## src/rtl/dat_mem_ctl_if.sv

```systemverilog
// Load/store bus between the datapath and the data memory controller.
// The master drives requests; the slave returns read data and status.
interface dat_mem_ctl_if #(
    parameter int unsigned DW = 8,
    parameter int unsigned AW = 8
) ();
    logic          wr_en;
    logic          rd_en;
    logic [AW-1:0] addr;
    logic [DW-1:0] dat_in;
    logic [DW-1:0] dat_out;
    logic          rd_valid;
    logic          busy;

    modport master (
        output wr_en, rd_en, addr, dat_in,
        input  dat_out, rd_valid, busy
    );

    modport slave (
        input  wr_en, rd_en, addr, dat_in,
        output dat_out, rd_valid, busy
    );
endinterface

```

## src/rtl/dat_mem_ctl.sv

```systemverilog
// Single-port data memory with registered read, read-valid strobe and an
// init sequencer that zero-fills the array and then writes two preload words.
//
//  state | meaning
//  ------+-------------------------------------------------------------
//  CLEAR | write 0 to word clr_cnt, advance; leave after the last word
//  LOAD0 | write PL_DAT0 to PL_ADDR0
//  LOAD1 | write PL_DAT1 to PL_ADDR1, drop busy
//  READY | serve load/store requests until the next reset
module dat_mem_ctl #(
    parameter int unsigned   DW       = 8,
    parameter int unsigned   AW       = 8,
    parameter logic [AW-1:0] PL_ADDR0 = AW'(60),
    parameter logic [DW-1:0] PL_DAT0  = DW'(8'h10),
    parameter logic [AW-1:0] PL_ADDR1 = AW'(61),
    parameter logic [DW-1:0] PL_DAT1  = DW'(8'hE0)
) (
    input  logic          clk,
    input  logic          reset,
    dat_mem_ctl_if.slave  bus
);
    localparam int unsigned DEPTH = 1 << AW;

    typedef enum logic [1:0] {
        CLEAR = 2'd0,
        LOAD0 = 2'd1,
        LOAD1 = 2'd2,
        READY = 2'd3
    } state_t;

    state_t        state;
    logic [AW-1:0] clr_cnt;
    logic [DW-1:0] dat_out_q;
    logic          rd_valid_q;
    logic          busy_q;

    logic [DW-1:0] core [DEPTH];

    logic          mem_we;
    logic [AW-1:0] mem_waddr;
    logic [DW-1:0] mem_wdata;

    // One write port shared by the init sequencer and the store path.
    always_comb begin
        mem_we    = 1'b0;
        mem_waddr = clr_cnt;
        mem_wdata = '0;
        if (!reset) begin
            unique case (state)
                CLEAR: begin
                    mem_we    = 1'b1;
                    mem_waddr = clr_cnt;
                    mem_wdata = '0;
                end
                LOAD0: begin
                    mem_we    = 1'b1;
                    mem_waddr = PL_ADDR0;
                    mem_wdata = PL_DAT0;
                end
                LOAD1: begin
                    mem_we    = 1'b1;
                    mem_waddr = PL_ADDR1;
                    mem_wdata = PL_DAT1;
                end
                READY: begin
                    mem_we    = bus.wr_en;
                    mem_waddr = bus.addr;
                    mem_wdata = bus.dat_in;
                end
            endcase
        end
    end

    always_ff @(posedge clk) begin
        if (mem_we) begin
            core[mem_waddr] <= mem_wdata;
        end
    end

    always_ff @(posedge clk) begin
        if (reset) begin
            state      <= CLEAR;
            clr_cnt    <= '0;
            dat_out_q  <= '0;
            rd_valid_q <= 1'b0;
            busy_q     <= 1'b1;
        end else begin
            rd_valid_q <= 1'b0;
            unique case (state)
                CLEAR: begin
                    // Compare on the last word so the AW-bit counter never wraps.
                    if (clr_cnt == {AW{1'b1}}) begin
                        state <= LOAD0;
                    end else begin
                        clr_cnt <= clr_cnt + 1'b1;
                    end
                end
                LOAD0: begin
                    state <= LOAD1;
                end
                LOAD1: begin
                    state  <= READY;
                    busy_q <= 1'b0;
                end
                READY: begin
                    if (bus.rd_en) begin
                        rd_valid_q <= 1'b1;
                        // Same address for both requests: return the new data.
                        dat_out_q  <= bus.wr_en ? bus.dat_in : core[bus.addr];
                    end
                end
            endcase
        end
    end

    assign bus.dat_out  = dat_out_q;
    assign bus.rd_valid = rd_valid_q;
    assign bus.busy     = busy_q;
endmodule
```

## src/flat_wrapper.sv

```systemverilog
// flat-port wrapper written by rule: the top's interface ports become plain ports
module dat_mem_ctl_flat 
#(
    parameter int unsigned   DW       = 8,
    parameter int unsigned   AW       = 8,
    parameter logic [AW-1:0] PL_ADDR0 = AW'(60),
    parameter logic [DW-1:0] PL_DAT0  = DW'(8'h10),
    parameter logic [AW-1:0] PL_ADDR1 = AW'(61),
    parameter logic [DW-1:0] PL_DAT1  = DW'(8'hE0)
)
  (clk, reset, bus_wr_en, bus_rd_en, bus_addr, bus_dat_in, bus_dat_out, bus_rd_valid, bus_busy);
  dat_mem_ctl_if #(.DW(DW), .AW(AW)) bus_i ();
  input  logic clk;
  input  logic reset;
  input wire logic [$bits(bus_i.wr_en)-1:0] bus_wr_en;
  input wire logic [$bits(bus_i.rd_en)-1:0] bus_rd_en;
  input wire logic [$bits(bus_i.addr)-1:0] bus_addr;
  input wire logic [$bits(bus_i.dat_in)-1:0] bus_dat_in;
  output wire logic [$bits(bus_i.dat_out)-1:0] bus_dat_out;
  output wire logic [$bits(bus_i.rd_valid)-1:0] bus_rd_valid;
  output wire logic [$bits(bus_i.busy)-1:0] bus_busy;
  assign bus_i.wr_en = bus_wr_en;
  assign bus_i.rd_en = bus_rd_en;
  assign bus_i.addr = bus_addr;
  assign bus_i.dat_in = bus_dat_in;
  assign bus_dat_out = bus_i.dat_out;
  assign bus_rd_valid = bus_i.rd_valid;
  assign bus_busy = bus_i.busy;
  dat_mem_ctl #(.DW(DW), .AW(AW), .PL_ADDR0(PL_ADDR0), .PL_DAT0(PL_DAT0), .PL_ADDR1(PL_ADDR1), .PL_DAT1(PL_DAT1)) u_core (.clk(clk), .reset(reset), .bus(bus_i));
endmodule
```

## config.mk

```make
export PLATFORM = sky130hd
export DESIGN_NAME = dat_mem_ctl_flat
export DESIGN_NICKNAME = d
export VERILOG_FILES = /design/src/rtl/dat_mem_ctl_if.sv /design/src/rtl/dat_mem_ctl.sv /design/src/flat_wrapper.sv
export SDC_FILE = /design/constraint.sdc
export NUM_CORES = 2
export LEC_CHECK = 0
export ABC_AREA = 0
export CAP_MARGIN = 20
export CORE_ASPECT_RATIO = 1.1
export CORE_UTILIZATION = 45
export CTS_BUF_LIST = sky130_fd_sc_hd__clkbuf_16
export CTS_CLUSTER_DIAMETER = 50
export CTS_CLUSTER_SIZE = 8
export DETAILED_ROUTE_END_ITERATION = 10
export GPL_TIMING_DRIVEN = 0
export SLEW_MARGIN = 20
export SYNTH_ARGS = -nofsm -noshare
export SYNTH_HDL_FRONTEND = slang
export SYNTH_SLANG_ARGS = --single-unit
export TNS_END_PERCENT = 5
```

## constraint.sdc

```tcl
create_clock -name clk -period 12.6 [get_ports clk]
set_clock_uncertainty 0.2 [all_clocks]
set_input_delay 2.52 -clock clk [delete_from_list [all_inputs] [get_ports clk]]
set_output_delay 2.52 -clock clk [all_outputs]
set_load 0.01 [all_outputs]
```

* Yosys cells after proc, flatten, opt, wreduce, memory -nomap -nowiden
Memories as Yosys holds them, arrays and structs flattened. A register that Yosys moved wholly into a read port is not among the register bits. Cells that the tools add are included.
Word-level totals: register bits 12, latch bits 0, RAM bits 2048, memory bits (read-only) 0, bits of input ports 20, memories 1
Cells by class: $add $sub $neg 1, multiply operators 0, divide/modulo/power cells 0, magnitude comparators 0, equal/unequal tests 5, shifts and indexed selects 0, multiplexer cells 11, bitwise gates (word level) 2, reduce and logical (&&, ||, !) cells 7
Memories:
- u_core.core | depth 256, bits a word 8, rd ports 1, clocked after memory_dff 1, write ports 1, RTL line dat_mem_ctl.sv:37 | logic [DW-1:0] core [DEPTH];
Operator list (count):
- case mux 8 bit (4 select lines) | 2
- two-way mux 8 bit | 2
- adder 8 x 1 -> 8 bit, second input constant | 1
- == test 8 bit, second input constant | 1
- case mux 2 bit (3 select lines) | 1
- AND reduction 2 bit | 3
- == test 2 bit, second input constant | 2
- two-way mux 1 bit | 4
- nonzero test 3 bit | 1
- OR reduction 3 bit | 1
- == test 2 x 1 -> 1 bit, second input constant | 1
- zero test 2 bit | 1
- two-way mux 2 bit | 1
- inequality test 2 x 1 -> 1 bit, second input constant | 1
- NOT 1 bit | 2
- case mux 1 bit (2 select lines) | 1
- OR reduction 2 bit | 1

* Logic depth before layout (Yosys ltp)
depth in word-level cells 6, depth in mapped cells 12

* Worst setup path after synthesis
Ideal clock, no wire load.
path kind input port to flip-flop, start input reset, end memory u_core.core[0][5], data pin, setup time 1.581 ns, arrival 9.592 ns, data required time 10.819 ns, path slack 1.227 ns, stages 2, path buffers 1, path through clkbuf_1 > a21oi_1
On the way: longest elaborated chain between the ends 1
Ends and longest elaborated chain:
- start, declared | RTL line flat_wrapper.sv:14 | input logic reset;
- two-way mux 8 bit | RTL line dat_mem_ctl.sv:48 | if (!reset) begin
- via u_core.mem_wdata[5] | RTL line dat_mem_ctl.sv:41 | logic [DW-1:0] mem_wdata;
- end, declared | RTL line dat_mem_ctl.sv:37
The timed path passes the listed nets, and every way through them passes these cells.

* Final worst setup path
start input bus_addr[4], end memory u_core.core[94][4], enable pin
On the way: longest elaborated chain between the ends 2
Ends and longest elaborated chain:
- start, declared | RTL line flat_wrapper.sv:17 | input wire logic [$bits(bus_i.addr)-1:0] bus_addr;
- case mux 8 bit (4 select lines) | RTL line dat_mem_ctl.sv:49 | unique case (state)
- two-way mux 8 bit | RTL line dat_mem_ctl.sv:48
No other way between the ends.

==> flow_summary_export.csv <==
group,metric,value,unit
run_status,outcome,"complete, no violations",
synthesis,synth_adder_area_share,0.00108,
pwr,clkPwrFrac,0.472,
synthesis,synth-compound-area-share,0.0379,
clock_tree,cts.path.max_buffers,4,
synthesis,synth_edf_count,2048,
setup_path,max_stage_delay,0.83,ns
synthesis,synth_fp_nets,4031,
synthesis,yosysMostFrequentCell,"edfxtp_1",
synthesis,synth_cell_type_count,66,
synthesis,synth.area.mux_share,0.144,
route,route.detailed.drc,0,
synthesis,syn_area_per_cell,20.2,sq um
floorplanning,start_util,0.455,
sta,finalHoldViolations,0,
synthesis,yosysTopAreaCellShare,0.760,
global_route,grt_pass1_vias,43016,
global_route,grt_max_degree,73,
sta,worst_slew_pin_slew,1.32,ns
global_route,track_usage,0.289,
sta,finalCritPeriodShare,0.534,
synthesis,synth_top_family_by_area,"multiplexers",
clock_tree,cts_resized,0,
pwr,p_comb_frac,0.041,
setup_path,path_class,"input pin to register",
clock_tree,cts_hold_buf,0,
route,post_drt_wl_per_cell,38.2,um
hold_path,min_path_type,"register to register",
sta,max_clock_freq,149,MHz
synthesis,synth_area_leader_cell,"edfxtp_1",
floorplanning,core,178000,sq um
pwr,power.leakage,29.3,nW
pwr,p_int,12.1,mW
pwr,swShare,0.211,
finish,fin_util,0.529,
clock_tree,cts_sinks,2068,
synthesis,yosysSeqAreaShare,0.765,
pwr,p_switching,3.24,mW
synthesis,syn_area,80900,sq um
global_route,grt_overflow,0,
pwr,power_frac_seq,0.487,
setup_path,worstPathRequired,12.92,ns
setup_path,critPathBufInv,4,
clock_tree,clkTransAtPathRegs,0.05,ns
setup_path,arrival,7.04,ns
pwr,p_per_area,163,nW/um^2
setup_path,cpMaxStageDelayCell,"clkdlybuf4s50_1",
route,ant_nets,0,
setup_path,end_kind,"register",
sta,setup_violations,0,
global_route,grt_pass1_wl,353000,um
synthesis,synthTopCellsByCount,"2048 x edfxtp_1, 418 x mux4_2, 302 x nor2_1",
global_route,antenna_found_initial,20,
floorplanning,die_area,182000,sq um
clock_tree,htreeDepth,5,
synthesis,yosys_register_bits,2068,
route,drt_iter0_drc,6488,
setup_path,path_cells,"clkdlybuf4s50_1 -> clkbuf_1 -> clkbuf_1 -> nand2_1 -> nand2_1 -> o21ai_0 -> nor2_1 -> nand2_1 -> clkbuf_1 -> nor2_1",
synthesis,netlist_instances,4004,
route,viasPerCell,6.42,
place,place_congestion,1.02,
synthesis,ys.flop_type,"edfxtp_1",
floorplanning,die_w,406,um
pwr,ir_drop,152,uV
synthesis,synthSimpleGateAreaFrac,0.0322,
synthesis,synth_xor_area_frac,0.000866,
run,drv_cap,0,
floorplanning,die_h,447,um
setup_path,crit_family,"buffers and inverters",
synthesis,async_flop_share,0,
clock_tree,cts_buffers,312,
floorplanning,io_pins,30,
synthesis,yosys_warnings,0,
place,portBuffers,24,
clock_tree,cts_tree,"done",
sta,grt_setup_unrepaired,"false",
setup_path,start_kind,"input pin",
clock_tree,post_cts_buffers,0,
sta,whs,0.378,ns
clock_tree,clk_latency,0.94,ns
route,routed_wl,261000,um
sta,finalMaxSlewViolations,0,
setup_path,path_max_fanout,10,
route,vias,43881,
finish,nets,4432,
clock_tree,cts_root_buf,"clkbuf_16",
synthesis,synth.area.top_cells,"edfxtp_1 76%, mux4_2 12%, mux2i_1 2.7%",
floorplanning,num_rows,162,
route,drt_pass1_iterations,7,
finish,area_delta_synth_final,16.2,%
sta,fin_crit,6.73,ns
sta,slew_headroom,0.123,
finish,drive_above_1_share,0.229,
place,dp_hpwl,181000,um
==> sequential cells by signal, summed over array words and instances, names as in the netlist <==
signal	cells
u_core.bus.rd_valid	1
u_core.bus.busy	1
u_core.state	2
u_core.clr_cnt	8
u_core.core	2048
u_core.bus.dat_out	8
==> metal layers <==
metal | global-route usage | part of all wire | vias up | wire, um
met1 | 0.372 | 0.37 | 23091 | 96000
met5 | 0 | 0.00026 | - | 69
met2 | 0.446 | 0.46 | 2893 | 121000
li1 | - | - | 17288 | -
met4 | 0.147 | 0.057 | 10 | 14800
met3 | 0.0853 | 0.11 | 599 | 29500
==> cell usage in the layout, fill, tap and decap left out, types with 8 or more instances in the layout <==
cell type,synthesis,final
o21ai_0,11,8
buf_4,51,52
a22o_1,8,8
buf_12,1,8
a221oi_1,10,10
a21oi_1,94,90
nand2_1,117,117
mux2i_1,217,217
a211oi_1,13,13
nor2_1,302,298
nor4_1,12,12
nand3_1,70,70
a22oi_1,202,202
mux4_2,418,418
buf_2,68,72
o32ai_1,8,8
a31oi_1,21,21
nand2b_1,15,15
clkbuf_1,70,61
inv_1,10,37
o211ai_1,11,11
buf_6,33,33
buf_16,0,52
nand4_1,19,19
edfxtp_1,2048,2048
clkdlybuf4s50_1,0,24
dfxtp_1,20,20
clkbuf_2,0,9
nor2b_1,23,23
clkbuf_16,0,318
==> cell families (layout without fill, tap and decap cells) <==
logic type,Yosys count,in the layout
buf+inv,249,696
mux,642,642
flops,2068,2068
compound gates,437,437
other cells,0,4
simple gates,593,593
fa+ha+maj,7,7
xor+xnor,8,8
==> through the flow <==
stage | power [mW] | instances | cell area, sq um | TNS, ns | setup WS, ns
2_1_floorplan | 7.92 | 4004 | 80900 | 0 | 1.23
3_3_place_gp | 8.20 | 6406 | 84200 | -9244.88 | -9.02
3_5_place_dp | 8.21 | 6469 | 85900 | 0 | 5.25
4_1_cts | 15.4 | 6829 | 94100 | 0 | 6.17
5_1_grt | 15.6 | 6829 | 94100 | 0 | 5.91
6_report | 15.3 | 6833 | 94100 | 0 | 5.87
==> power groups by stage <==
stage / Combinational [mW] / Sequential [mW] / Clock [mW]
final: 0.626 / 7.47 / 7.24
after global routing: 0.626 / 7.46 / 7.55
after CTS: 0.612 / 7.47 / 7.28
after detailed placement: 0.611 / 7.60 / 0
after global placement: 0.605 / 7.60 / 0
after floorplan: 0.328 / 7.60 / 0
==> layout make-up <==
class / instances / area [sq um]
antenna: 4 / 10.0
fill: 13892 / 83900
inverter: 10 / 37.5
multi-input combinational: 1687 / 17600
buffer: 239 / 1520
clock inverter: 42 / 249
tap: 2378 / 2980
sequential: 2068 / 61900
timing repair buffer: 87 / 1840
clock buffer: 318 / 7960
==> final timing paths <==
check	start	endpoint	slack (ns)	cells past startpoint
setup / recovery	bus_addr[4]	u_core.core[94][4]	5.87	10
hold / removal	u_core.clr_cnt[0]	u_core.clr_cnt[0]	0.38	2
setup reg to reg	u_core.state[0]	u_core.core[228][6]	7.58	10
hold reg to reg	u_core.clr_cnt[0]	u_core.clr_cnt[0]	0.38	2
==> tightest hold or removal path, delay by kind of cell, from the launching register on <==
family | cells | cell delay (ns)
flops | 1 | 0.34
xor+xnor | 1 | 0.16
simple gates | 1 | 0.03
Note: power is estimated with default switching activity, not from simulation.
